<file path="src/rtl/fc_input_loader_pkg.sv">
// Shared widths and address helper for the FC input loader.
package fc_input_loader_pkg;

  localparam int ADDR_W = 27;
  localparam int CIN_W  = 12;

  // Word address of element 'off' of a load, wrapping modulo 2^ADDR_W.
  function automatic logic [ADDR_W-1:0] wrapAddr(input logic [ADDR_W-1:0] base,
                                                 input logic [CIN_W-1:0]  off);
    return base + ADDR_W'(off);
  endfunction

endpackage

</file>
<file path="src/rtl/fc_input_loader_if.sv">
// Memory read port plus input-buffer write port of the FC input loader.
interface fc_input_loader_if #(
  parameter int DW     = 32,
  parameter int BUF_AW = 4
);

  logic                                   mem_req_valid;
  logic                                   mem_req_ready;
  logic [fc_input_loader_pkg::ADDR_W-1:0] mem_req_addr;
  logic                                   mem_rsp_valid;
  logic [DW-1:0]                          mem_rsp_data;
  logic                                   buf_we;
  logic [BUF_AW-1:0]                      buf_waddr;
  logic [DW-1:0]                          buf_wdata;

  modport master (
    output mem_req_valid, mem_req_addr, buf_we, buf_waddr, buf_wdata,
    input  mem_req_ready, mem_rsp_valid, mem_rsp_data
  );

  modport slave (
    input  mem_req_valid, mem_req_addr, buf_we, buf_waddr, buf_wdata,
    output mem_req_ready, mem_rsp_valid, mem_rsp_data
  );

endinterface

</file>
<file path="src/rtl/fc_input_loader.sv">
// Streams fc_cin words from memory into the FC input buffer, one BUF_DEPTH
// partition at a time, handshaking each full partition with the consumer.
module fc_input_loader
  import fc_input_loader_pkg::*;
#(
  parameter int DW        = 32,
  parameter int BUF_DEPTH = 16,
  parameter int BUF_AW    = 4,
  parameter int MAX_OUT   = 4
) (
  input  logic              clk,
  input  logic              rst,
  input  logic              fc_rst,
  input  logic              fc_lif_start,
  input  logic [CIN_W-1:0]  fc_cin,
  input  logic [ADDR_W-1:0] base_addr,
  output logic              fc_done,
  output logic              fc_next_partition,
  input  logic              part_ack,
  output logic              busy,
  fc_input_loader_if.master bus
);

  localparam int OW = $clog2(MAX_OUT + 1);

  localparam logic [2:0] S_IDLE      = 3'd0;
  localparam logic [2:0] S_ISSUE     = 3'd1;
  localparam logic [2:0] S_PART_WAIT = 3'd2;
  localparam logic [2:0] S_DONE      = 3'd3;
  localparam logic [2:0] S_RELEASE   = 3'd4;

  localparam logic [BUF_AW:0] DEPTH_C   = (BUF_AW + 1)'(BUF_DEPTH);
  localparam logic [BUF_AW:0] PART_ONE  = (BUF_AW + 1)'(1);
  localparam logic [CIN_W-1:0] CNT_ONE  = CIN_W'(1);
  localparam logic [OW-1:0]   MAX_OUT_C = OW'(MAX_OUT);
  localparam logic [OW-1:0]   OUT_ONE   = OW'(1);

  logic [2:0]        state_q, state_d;
  logic [CIN_W-1:0]  cin_q, cin_d;
  logic [ADDR_W-1:0] base_q, base_d;
  logic [CIN_W-1:0]  req_cnt_q, req_cnt_d;
  logic [CIN_W-1:0]  rsp_cnt_q, rsp_cnt_d;
  logic [BUF_AW:0]   req_part_q, req_part_d;
  logic [BUF_AW:0]   rsp_part_q, rsp_part_d;
  logic [OW-1:0]     out_q, out_d;
  logic              we_q, we_d;
  logic [BUF_AW-1:0] waddr_q, waddr_d;
  logic [DW-1:0]     wdata_q, wdata_d;

  logic              clear;
  logic              req_valid;
  logic              req_hs;
  logic              rsp_acc;
  logic [CIN_W-1:0]  rsp_cnt_inc;
  logic [BUF_AW:0]   rsp_part_inc;

  assign clear = rst | fc_rst;

  // Valid is a pure function of counters that only move on its own handshake
  // or on responses (which only lower outstanding), so it cannot drop early.
  assign req_valid = (state_q == S_ISSUE) && (req_cnt_q < cin_q) &&
                     (req_part_q < DEPTH_C) && (out_q < MAX_OUT_C);
  assign req_hs    = req_valid & bus.mem_req_ready;
  assign rsp_acc   = bus.mem_rsp_valid && (out_q != '0);

  assign rsp_cnt_inc  = rsp_cnt_q + CNT_ONE;
  assign rsp_part_inc = rsp_part_q + PART_ONE;

  always_comb begin
    state_d    = state_q;
    cin_d      = cin_q;
    base_d     = base_q;
    req_cnt_d  = req_cnt_q;
    rsp_cnt_d  = rsp_cnt_q;
    req_part_d = req_part_q;
    rsp_part_d = rsp_part_q;
    out_d      = out_q;
    we_d       = 1'b0;
    waddr_d    = waddr_q;
    wdata_d    = wdata_q;

    case ({req_hs, rsp_acc})
      2'b10:   out_d = out_q + OUT_ONE;
      2'b01:   out_d = out_q - OUT_ONE;
      default: out_d = out_q;
    endcase

    if (req_hs) begin
      req_cnt_d  = req_cnt_q + CNT_ONE;
      req_part_d = req_part_q + PART_ONE;
    end

    if (rsp_acc) begin
      we_d       = 1'b1;
      waddr_d    = rsp_part_q[BUF_AW-1:0];
      wdata_d    = bus.mem_rsp_data;
      rsp_cnt_d  = rsp_cnt_inc;
      rsp_part_d = rsp_part_inc;
    end

    case (state_q)
      S_IDLE: begin
        if (fc_lif_start) begin
          cin_d      = fc_cin;
          base_d     = base_addr;
          req_cnt_d  = '0;
          rsp_cnt_d  = '0;
          req_part_d = '0;
          rsp_part_d = '0;
          state_d    = (fc_cin == '0) ? S_DONE : S_ISSUE;
        end
      end
      S_ISSUE: begin
        // Completion takes priority, so a final full partition never stalls.
        if (rsp_acc) begin
          if (rsp_cnt_inc == cin_q) begin
            state_d = S_DONE;
          end else if (rsp_part_inc == DEPTH_C) begin
            state_d    = S_PART_WAIT;
            req_part_d = '0;
            rsp_part_d = '0;
          end
        end
      end
      S_PART_WAIT: begin
        if (part_ack) begin
          state_d = S_ISSUE;
        end
      end
      S_DONE: begin
        state_d = S_RELEASE;
      end
      S_RELEASE: begin
        if (!fc_lif_start) begin
          state_d = S_IDLE;
        end
      end
      default: begin
        state_d = S_IDLE;
      end
    endcase
  end

  always_ff @(posedge clk) begin
    if (clear) begin
      state_q    <= S_IDLE;
      cin_q      <= '0;
      base_q     <= '0;
      req_cnt_q  <= '0;
      rsp_cnt_q  <= '0;
      req_part_q <= '0;
      rsp_part_q <= '0;
      out_q      <= '0;
      we_q       <= 1'b0;
      waddr_q    <= '0;
      wdata_q    <= '0;
    end else begin
      state_q    <= state_d;
      cin_q      <= cin_d;
      base_q     <= base_d;
      req_cnt_q  <= req_cnt_d;
      rsp_cnt_q  <= rsp_cnt_d;
      req_part_q <= req_part_d;
      rsp_part_q <= rsp_part_d;
      out_q      <= out_d;
      we_q       <= we_d;
      waddr_q    <= waddr_d;
      wdata_q    <= wdata_d;
    end
  end

  assign fc_done           = (state_q == S_DONE);
  assign fc_next_partition = (state_q == S_PART_WAIT);
  assign busy              = (state_q != S_IDLE);

  assign bus.mem_req_valid = req_valid;
  assign bus.mem_req_addr  = req_valid ? wrapAddr(base_q, req_cnt_q) : '0;
  assign bus.buf_we        = we_q;
  assign bus.buf_waddr     = waddr_q;
  assign bus.buf_wdata     = wdata_q;

endmodule

</file>
<file path="src/flat_wrapper.sv">
// flat-port wrapper written by rule: the top's interface ports become plain ports
module fc_input_loader_flat import fc_input_loader_pkg::*;
#(
  parameter int DW        = 32,
  parameter int BUF_DEPTH = 16,
  parameter int BUF_AW    = 4,
  parameter int MAX_OUT   = 4
)
  (clk, rst, fc_rst, fc_lif_start, fc_cin, base_addr, fc_done, fc_next_partition, part_ack, busy, bus_mem_req_valid, bus_mem_req_addr, bus_buf_we, bus_buf_waddr, bus_buf_wdata, bus_mem_req_ready, bus_mem_rsp_valid, bus_mem_rsp_data);
  fc_input_loader_if #(.DW(DW), .BUF_AW(BUF_AW)) bus_i ();
  input  logic clk;
  input  logic rst;
  input  logic fc_rst;
  input  logic fc_lif_start;
  input  logic [CIN_W-1:0] fc_cin;
  input  logic [ADDR_W-1:0] base_addr;
  output logic fc_done;
  output logic fc_next_partition;
  input  logic part_ack;
  output logic busy;
  output wire logic [$bits(bus_i.mem_req_valid)-1:0] bus_mem_req_valid;
  output wire logic [$bits(bus_i.mem_req_addr)-1:0] bus_mem_req_addr;
  output wire logic [$bits(bus_i.buf_we)-1:0] bus_buf_we;
  output wire logic [$bits(bus_i.buf_waddr)-1:0] bus_buf_waddr;
  output wire logic [$bits(bus_i.buf_wdata)-1:0] bus_buf_wdata;
  input wire logic [$bits(bus_i.mem_req_ready)-1:0] bus_mem_req_ready;
  input wire logic [$bits(bus_i.mem_rsp_valid)-1:0] bus_mem_rsp_valid;
  input wire logic [$bits(bus_i.mem_rsp_data)-1:0] bus_mem_rsp_data;
  assign bus_mem_req_valid = bus_i.mem_req_valid;
  assign bus_mem_req_addr = bus_i.mem_req_addr;
  assign bus_buf_we = bus_i.buf_we;
  assign bus_buf_waddr = bus_i.buf_waddr;
  assign bus_buf_wdata = bus_i.buf_wdata;
  assign bus_i.mem_req_ready = bus_mem_req_ready;
  assign bus_i.mem_rsp_valid = bus_mem_rsp_valid;
  assign bus_i.mem_rsp_data = bus_mem_rsp_data;
  fc_input_loader #(.DW(DW), .BUF_DEPTH(BUF_DEPTH), .BUF_AW(BUF_AW), .MAX_OUT(MAX_OUT)) u_core (.clk(clk), .rst(rst), .fc_rst(fc_rst), .fc_lif_start(fc_lif_start), .fc_cin(fc_cin), .base_addr(base_addr), .fc_done(fc_done), .fc_next_partition(fc_next_partition), .part_ack(part_ack), .busy(busy), .bus(bus_i));
endmodule
</file>
<file path="config.mk">
export PLATFORM = sky130hd
export DESIGN_NAME = fc_input_loader_flat
export DESIGN_NICKNAME = d
export VERILOG_FILES = /design/src/rtl/fc_input_loader_pkg.sv /design/src/rtl/fc_input_loader_if.sv /design/src/rtl/fc_input_loader.sv /design/src/flat_wrapper.sv
export SDC_FILE = /design/constraint.sdc
export NUM_CORES = 1
export LEC_CHECK = 0
export ABC_AREA = 1
export ABC_CLOCK_PERIOD_IN_PS = 6100
export CAP_MARGIN = 25
export CELL_PAD_IN_SITES_DETAIL_PLACEMENT = 0
export CELL_PAD_IN_SITES_GLOBAL_PLACEMENT = 1
export CORE_ASPECT_RATIO = 1.75
export CORE_MARGIN = 4
export CORE_UTILIZATION = 29
export CTS_CLUSTER_SIZE = 12
export DETAILED_ROUTE_END_ITERATION = 10
export DONT_BUFFER_PORTS = 1
export PLACE_DENSITY_LB_ADDON = 0.1
export SYNTH_ARGS = -nofsm -noshare
export SYNTH_HDL_FRONTEND = slang
export SYNTH_SLANG_ARGS = --single-unit
</file>
<file path="constraint.sdc">
create_clock -name clk -period 6.1 [get_ports clk]
set_input_delay 1.22 -clock clk [delete_from_list [all_inputs] [get_ports clk]]
set_output_delay 1.22 -clock clk [all_outputs]
set_load 0.03 [all_outputs]
</file>
==> reports/metrics.yaml, run 1 <==
die-area_mm2: 0.0238
initial_core_util: 0.295
grt_pass1_vias: 5623
maxCapViolCount: 0
clkTransAtPathRegs_ns: 0.06
dpl.hpwl_mm: 14.9
synth_fp_nets: 998
critical_path_class: "flip-flop to output port"
final_cells: 1147
cts_tree: "done"
drt-total-wl_mm: 19.9
die_w_um: 118
portBuffers: 0
worstPathArrival_ns: 3.01
area_growth_pct: 13.0
vias: 5777
clockBufferDepth: 2
drive_gt1_frac: 0.0715
setup_tns_ns: 0
root_buffer: "clkbuf_16"
synthArstFlopShare: 0
ctsResizeCount: 0
worst_pin_slew_ns: 0.964
drc_errors: 0
grt_pass1_wl_mm: 30.9
fp.dieH_um: 201
min_period_over_period: 0.694
cp_max_fo: 18
gp_congestion: 0.837
hold_path_class: "flip-flop to flip-flop"
layout_common_cells: "146 x nand2_1, 144 x nor2_1, 116 x dfxtp_1"
track_usage: 0.166
dp.cells: 1115
timing.rr.start: "u_core.req_cnt_q[5]$_SDFF_PP0_"
final_area_mm2: 0.00699
ant_nets: 0
grt_overflow: 0
hold_viol: 0
grt_max_degree: 68
ioPinCount: 146
yosys.cell_types.count: 38
finalMaxSlewViolations: 0
syn_avg_cell_area_um2: 6.95
p_leak_nw: 2.57
slew_headroom: 0.352
synth-seq-cells: 116
fin_nets: 990
first_pass_iters: 6
final_common_cell: "nand2_1"
core_area_mm2: 0.0209
setup.worst_path.start: "u_core.req_cnt_q[5]$_SDFF_PP0_"
cts_max_level: 4
wl_per_cell_um: 17.4
postCtsSetupRepairBufs: 0
run_status: "completed"
fmax_mhz: 236
vias_per_cell: 5.04
syn_area_mm2: 0.00618
worst_ep_required_time_ns: 4.88
place_area_mm2: 0.00643
yosysSeqAreaShare: 0.376
clock_latency_ns: 0.43
rows: 70
postSynthCellCount: 890
holdBufCountCts: 0
synth-edff-count: 0
cts_buffers: 17
fin_crit_ns: 4.23
irDropWorstVdd_v: 0.000179
cts_sinks: 116
drt_iter0_markers: 230
antenna_found_initial: 0
powerDensity_mw_per_mm2: 272
diodes: 0
min_from: "u_core.req_part_q[4]$_SDFF_PP0_"
yosys_warnings: 0
ys.flop_type: "dfxtp_1"
end_kind: "output port"
setup_viol: 0
finClkSkew_ns: 0.0104
crit_path_start_kind: "flip-flop"
rsz0062_at_grt: "no"
[stage by stage]
stage	utilization	setup WS [ns]	hold WS [ns]	power, W
floorplan	-	2.79	0.430	0.000922
global placement	0.307	2.28	0.448	0.000963
detailed placement	0.307	2.25	0.456	0.000964
CTS	0.334	1.78	0.464	0.00194
global route	0.334	1.55	0.489	0.00199
finish	0.334	1.87	0.462	0.00190
[power breakdown]
group / leakage [nW] / internal [W] / switching (W)
logic: 1.36 / 0.0000413 / 0.000108
registers: 0.939 / 0.000775 / 0.0000193
clock network: 0.265 / 0.000565 / 0.000394
[metal layers]
layer  GRT usage  vias up  routed length, um
li1            -     2944                  -
met1       0.169     2663               7660
met2       0.311      142              10700
met3      0.0495       28                993
met4      0.0671        0                517
met5           0        -                  0
[cell families after synthesis]
kind of cell    count (synthesis)  synth area share
simple gates                  404             0.283
compound gates                208             0.176
flops                         116             0.376
buf+inv                       108            0.0680
fa+ha+maj                      30            0.0631
xor+xnor                       24            0.0340
[area by class of cell]
type | count | area [um^2]
Clock buffer | 19 | 433
Clock inverter | 13 | 128
Fill cell | 2297 | 13900
Inverter | 75 | 282
Multi-Input combinational cell | 666 | 3460
Sequential cell | 116 | 2320
Tap cell | 252 | 315
Timing Repair Buffer | 6 | 45.0
[path summary, 6_finish.rpt]
path                                           to  slack, ns  cells past startpoint
hold / removal    u_core.req_part_q[4]$_SDFF_PP0_       0.46                      2
setup / recovery              bus_mem_req_addr[2]       1.87                      7
setup reg to reg     u_core.out_q[2]$_SDFFE_PP0P_       3.05                     13
hold reg to reg   u_core.req_part_q[4]$_SDFF_PP0_       0.46                      2
[synth_stat cells, types with 2 or more instances]
| library cell | count | share of area |
|---|---|---|
| fa_1 | 2 | 0.0065 |
| buf_1 | 5 | 0.0030 |
| nor2_1 | 145 | 0.088 |
| nor2_2 | 7 | 0.0071 |
| o211ai_1 | 5 | 0.0061 |
| nor3b_2 | 2 | 0.0040 |
| nor2_4 | 3 | 0.0055 |
| dfxtp_1 | 116 | 0.38 |
| xnor2_1 | 8 | 0.011 |
| nor3_1 | 15 | 0.012 |
| o21ai_1 | 6 | 0.0049 |
| a21oi_1 | 88 | 0.071 |
| a21o_1 | 2 | 0.0024 |
| nand2_2 | 6 | 0.0061 |
| o21ai_0 | 100 | 0.081 |
| buf_6 | 2 | 0.0036 |
| clkinv_1 | 2 | 0.0012 |
| nand4_1 | 9 | 0.0091 |
| nand2_1 | 147 | 0.089 |
| inv_2 | 2 | 0.0012 |
| nand3_1 | 60 | 0.049 |
| ha_1 | 28 | 0.057 |
| xor2_1 | 16 | 0.023 |
| inv_1 | 71 | 0.043 |
| nor4_1 | 5 | 0.0051 |
| clkbuf_1 | 26 | 0.016 |
[sequential cells by signal (all words and copies together), names as in the netlist]
name,count
u_core.state_q,3
u_core.bus.buf_waddr,4
u_core.bus.buf_wdata,32
u_core.req_cnt_q,12
u_core.bus.buf_we,1
u_core.base_q,27
u_core.rsp_cnt_q,12
u_core.rsp_part_q,5
u_core.cin_q,12
u_core.out_q,3
u_core.req_part_q,5
[worst max-delay path, cell delays in order, from the launching register on]
cell and delay [ns]:
dfxtp_1 0.49, ha_1 0.30, a21oi_1 0.15, o21a_1 0.12
nand2_1 0.10, a21boi_4 0.64, o21ai_0 0.19, a21oi_1 0.57
(Power assumes the default switching activity.)
==> run 2: changes to the inputs <==
Settings changed: ABC_CLOCK_PERIOD_IN_PS 6100 to 3600.
Clock period 6.1 ns to 3.6 ns, I/O delays scaled along.
==> run 2 against run 1 <==
Non-clock buffer count up 23. Hold slack worse by 0.0089 ns. Combinational power up 77%. Final area up 2.8%. Largest power group unchanged.
==> reports/metrics.yaml, run 2 (synthesis results as in run 1) <==
drive_gt1_frac: 0.103  # +0.0320
initial_core_util: 0.295  # unchanged
worstPathArrival_ns: 2.65  # -0.36 ns
diodes: 0  # unchanged
n_fill_cell: 2269  # -1.2%
final_common_cell: "nand2_1"
drc_errors: 0  # unchanged
setup_tns_ns: 0  # unchanged
fin_nets: 1013  # +2.3%
largest_reg_flops: 32  # unchanged
cp_max_fo: 7  # -11
gp_congestion: 0.815  # -2.6%
fp.dieH_um: 201  # unchanged
p_leak_nw: 2.69  # +5.0%
drt_iter0_markers: 256  # +11%
dpl.hpwl_mm: 15.3  # +2.4%
antenna_found_initial: 0  # unchanged
holdBufCountCts: 0  # unchanged
die_w_um: 118  # unchanged
cts_max_level: 4  # unchanged
rsz0062_at_grt: "no"
grt_max_degree: 66  # -2.9%
clockBufferDepth: 2  # unchanged
min_period_over_period: 0.937
fin_crit_ns: 3.37
timing.rr.start: "u_core.req_cnt_q[1]$_SDFF_PP0_"
dp.cells: 1137  # +2.0%
worst_ep_required_time_ns: 2.88  # -2.00 ns
area_growth_pct: 16.2
layout_common_cells: "146 x nand2_1, 143 x nor2_1, 113 x dfxtp_1"
first_pass_iters: 5  # -1
slew_headroom: 0.516  # +0.164
wl_per_cell_um: 17.1  # -1.4%
setup.worst_path.start: "u_core.req_cnt_q[3]$_SDFF_PP0_"
final_cells: 1170  # +2.0%
track_usage: 0.170  # +0.00444
crit_path_start_kind: "flip-flop"
clock_latency_ns: 0.42  # about the same
drt-total-wl_mm: 20.0  # +0.54%
cts_sinks: 116  # unchanged
cts_buffers: 17  # unchanged
utilization: 0.343  # +0.00927
worst_pin_slew_ns: 0.722  # -0.242 ns
vias_per_cell: 4.99  # -1.0%
setup_viol: 0  # unchanged
portBuffers: 0  # unchanged
run_status: "completed"
finClkSkew_ns: 0.0107  # +0.000361 ns
hold_path_class: "flip-flop to flip-flop"
rows: 70  # unchanged
ioPinCount: 146  # unchanged
hold_viol: 0  # unchanged
vias: 5834  # +0.99%
clkTransAtPathRegs_ns: 0.06  # about the same
cts_tree: "done"
end_kind: "output port"
maxCapViolCount: 0  # unchanged
irDropWorstVdd_v: 0.000281  # +58%
grt_pass1_wl_mm: 32.0  # +3.4%
fmax_mhz: 296
critical_path_class: "flip-flop to output port"
powerDensity_mw_per_mm2: 448  # +64%
root_buffer: "clkbuf_16"
core_area_mm2: 0.0209  # unchanged
grt_overflow: 0  # unchanged
grt_pass1_vias: 5971  # +6.2%
finalMaxSlewViolations: 0  # unchanged
die-area_mm2: 0.0238  # unchanged
ant_nets: 0  # unchanged
min_from: "u_core.req_part_q[4]$_SDFF_PP0_"
## run 2: cell types whose count changed in the layout (fill, tap and decap cells not counted), sizes merged
cell    before  now
buf          6   29
clkinv       8    6
inv         76   80
bufinv       1    0
clkbuf      19   18
## run 2: report_power, final
group / switching [W] / leakage [nW] / internal, W / total [W]
clock: 0.000693 / 0.267 / 0.000916 / 0.00161
sequential: 0.0000324 / 0.940 / 0.00131 / 0.00135
combinational: 0.000185 / 1.49 / 0.0000785 / 0.000263
total: 0.000910 / 2.69 / 0.00231 / 0.00322
## run 2: stage by stage
stage / setup slack [ns] / hold WS (ns) / instance area, um^2 / power, W
global placement: 0.481 / 0.456 / 6590 / 0.00164
detailed placement: 0.497 / 0.454 / 6590 / 0.00164
floorplan: 0.788 / 0.430 / 6180 / 0.00156
CTS: 0.0420 / 0.438 / 7150 / 0.00328
finish: 0.226 / 0.453 / 7180 / 0.00322
global route: 0.00547 / 0.440 / 7180 / 0.00336
## run 2: timing repair
item	4_1_cts	5_1_grt
gates resized for setup	0	6
endpoints found under the setup margin	0	15
setup buffers	0	1
## run 2: layer usage
layer | vias to the layer above | track usage | part of all wire
met3 | 33 | 0.0475 | 0.055
met5 | - | 0 | 0
met2 | 139 | 0.320 | 0.55
met1 | 2671 | 0.171 | 0.37
li1 | 2991 | - | -
met4 | 0 | 0.0787 | 0.028
## run 2: final timing paths
check	end	slack (ns)	cells past startpoint
max	bus_mem_req_addr[22]	0.23	11
min	u_core.req_part_q[4]$_SDFF_PP0_	0.45	2
max reg2reg	u_core.out_q[2]$_SDFFE_PP0P_	1.07	16
min reg2reg	u_core.req_part_q[4]$_SDFF_PP0_	0.45	2
## run 2: layout make-up
class	count	area, um^2	area share
Multi-Input combinational cell	666	3470	0.484
Sequential cell	116	2330	0.324
Clock buffer	18	439	0.0611
Tap cell	252	315	0.0439
Inverter	75	282	0.0392
Timing Repair Buffer	29	230	0.0321
Clock inverter	14	118	0.0164
## run 2: worst max-delay path: stages (launching register included)
cell,delay [ns]
dfxtp_1,0.40
ha_1,0.41
a21oi_1,0.11
o21ai_0,0.26
a21o_1,0.18
nand3_1,0.08
nand2_1,0.16
nand2_1,0.11
nor2_1,0.15
o21ai_1,0.07
a21oi_1,0.11
buf_4,0.17
==> run 3: changes to the inputs <==
Settings changed: CORE_MARGIN 4 to 2, CTS_CLUSTER_SIZE 12 to 16, GPL_TIMING_DRIVEN set to 0.
==> run 3 against run 2 <==
Worst setup slack got worse by 0.048 ns. Critical endpoint is now bus_mem_req_addr[25]. First-iteration DRC count fell by 20%. Total power rose by 5.4%. Via count rose by 0.38%.
==> reports/metrics.yaml, run 3 (synthesis results as in run 1) <==
worstPathArrival_ns: 2.70  # +0.05 ns
dpl.hpwl_mm: 16.9  # +11%
clock_latency_ns: 0.43  # about the same
grt_pass1_wl_mm: 33.6  # +5.1%
critical_path_class: "flip-flop to output port"
worst_pin_slew_ns: 1.05  # +0.327 ns
clockBufferDepth: 2  # unchanged
cts_buffers: 17  # unchanged
crit_path_start_kind: "flip-flop"
root_buffer: "clkbuf_16"
worst_ep_required_time_ns: 2.88  # about the same
fin_nets: 1021  # +0.79%
fmax_mhz: 292  # -1.4%
antenna_found_initial: 0  # unchanged
drc_errors: 0  # unchanged
crit_buf_inv: 2  # +1
cts_sinks: 116  # unchanged
final_common_cell: "nand2_1"
worst_slack_ns: 0.178  # -0.0477 ns
first_pass_iters: 4  # -1
final_area_mm2: 0.00728  # +1.3%
crit_top_cell: "nand2_1"
fp.dieH_um: 197  # -2.0%
path_cells: "inv_1 > ha_1 > nand2_1 > nand2_1 > nor4_4 > a21boi_4 > buf_6 > o21ai_0 > nor2_2"
crit_family: "simple AND/OR/NAND/NOR gates"
drt_iter0_markers: 205  # -20%
n_fill_cell: 2350  # +3.6%
initial_core_util: 0.295  # unchanged
core_area_mm2: 0.0209  # unchanged
setup_viol: 0  # unchanged
die_w_um: 114  # -3.4%
setup_tns_ns: 0  # unchanged
holdWs_ns: 0.451  # -0.00150 ns
grt_overflow: 0  # unchanged
cts_max_level: 4  # unchanged
cts_tree: "done"
drt-total-wl_mm: 21.3  # +6.4%
rows: 70  # unchanged
wl_per_cell_um: 18.1  # +5.7%
die-area_mm2: 0.0226  # -5.3%
multi_input_area_mm2: 0.00358  # +3.0%
diodes: 0  # unchanged
gp_congestion: 0.794  # -2.5%
place_area_mm2: 0.00650  # -1.4%
hold_path_class: "flip-flop to flip-flop"
grt_max_degree: 17  # -74%
drive_gt1_frac: 0.0961  # -0.00737
max_stage_delay_ns: 0.36  # -0.05 ns
largest_reg_flops: 32  # unchanged
hold_viol: 0  # unchanged
vias_per_cell: 4.97  # -0.30%
finalMaxSlewViolations: 0  # unchanged
ioPinCount: 146  # unchanged
area_growth_pct: 17.7
layout_common_cells: "145 x nand2_1, 139 x nor2_1, 112 x dfxtp_1"
p_leak_nw: 2.62  # -2.9%
powerDensity_mw_per_mm2: 466  # +4.0%
portBuffers: 0  # unchanged
seqCellArea_mm2: 0.00233  # about the same
irDropWorstVdd_v: 0.000314  # +12%
finClkSkew_ns: 0.0100  # -0.000733 ns
grt_pass1_vias: 6267  # +5.0%
end_kind: "output port"
vias: 5856  # +0.38%
maxCapViolCount: 0  # unchanged
slew_headroom: 0.296  # -0.220
run_status: "completed"
track_usage: 0.198  # +0.0276
fin_crit_ns: 3.42  # +0.0477 ns
place_ws_ns: 0.180  # -0.317 ns
ant_nets: 0  # unchanged
cp_slowest_cell: "dfxtp_1"
min_period_over_period: 0.950  # +0.0132
clkTransAtPathRegs_ns: 0.06  # about the same
cp_max_fo: 10  # +3
## run 3: changes by cell type in the layout (fill, tap and decap cells not counted), moves of 5 or more
cell,before,now
clkbuf_1,0,28
buf_4,28,4
a21oi_1,87,76
a21oi_2,1,8
buf_1,0,5
inv_6,6,1
## run 3: path summary, 6_finish.rpt
| path | start | end | slack [ns] | cells after the start |
|---|---|---|---|---|
| worst min register to register | u_core.req_part_q[4]$_SDFF_PP0_ | u_core.req_part_q[4]$_SDFF_PP0_ | 0.45 | 2 |
| worst max register to register | u_core.cin_q[7]$_SDFFE_PP0P_ | u_core.out_q[2]$_SDFFE_PP0P_ | 0.78 | 15 |
| worst max-delay path | u_core.cin_q[11]$_SDFFE_PP0P_ | bus_mem_req_addr[25] | 0.18 | 9 |
| worst min-delay path | u_core.req_part_q[4]$_SDFF_PP0_ | u_core.req_part_q[4]$_SDFF_PP0_ | 0.45 | 2 |
## run 3: routing by layer
metal,up-vias,track usage,part of all wire
met3,29,0.0562,0.052
met5,-,0,0
met4,0,0.0628,0.019
met2,137,0.381,0.56
met1,2679,0.200,0.37
li1,3011,-,-
## run 3: layout make-up
type / instances / area share
multi-input cells: 666 / 0.491
flip-flops and latches: 116 / 0.320
clock buffers: 21 / 0.0633
well taps: 252 / 0.0433
inverters: 75 / 0.0387
clock inverters: 11 / 0.0206
plain buffers: 33 / 0.0191
repair buffers: 4 / 0.00413
## run 3: what timing repair did
action                                  4_1_cts  5_1_grt
gates resized for setup                      15       20
pin swaps                                     1        2
hold buffers                                  0        0
setup buffers                                 3        1
endpoints found under the setup margin       17       15
endpoints found under the hold margin         0        0
## run 3: worst min-delay path: cells and delay by family, from the launching register on
kind | cells | cell delay (ns)
AO/OA/AOI/OAI | 1 | 0.05
flip-flops | 1 | 0.31
buffers and inverters | 1 | 0.05
## run 3: report_power, final
group / internal [W] / switching, W / total [W]
Combinational: 0.0000788 / 0.000204 / 0.000283
Sequential: 0.00131 / 0.0000346 / 0.00135
Clock: 0.00112 / 0.000635 / 0.00176
## run 3: metrics by stage
stage / util / std cells / total power [W]
floorplan: - / 890 / 0.00156
global placement: 0.310 / 1142 / 0.00165
detailed placement: 0.310 / 1142 / 0.00165
CTS: 0.343 / 1177 / 0.00344
global route: 0.348 / 1178 / 0.00354
finish: 0.348 / 1178 / 0.00339
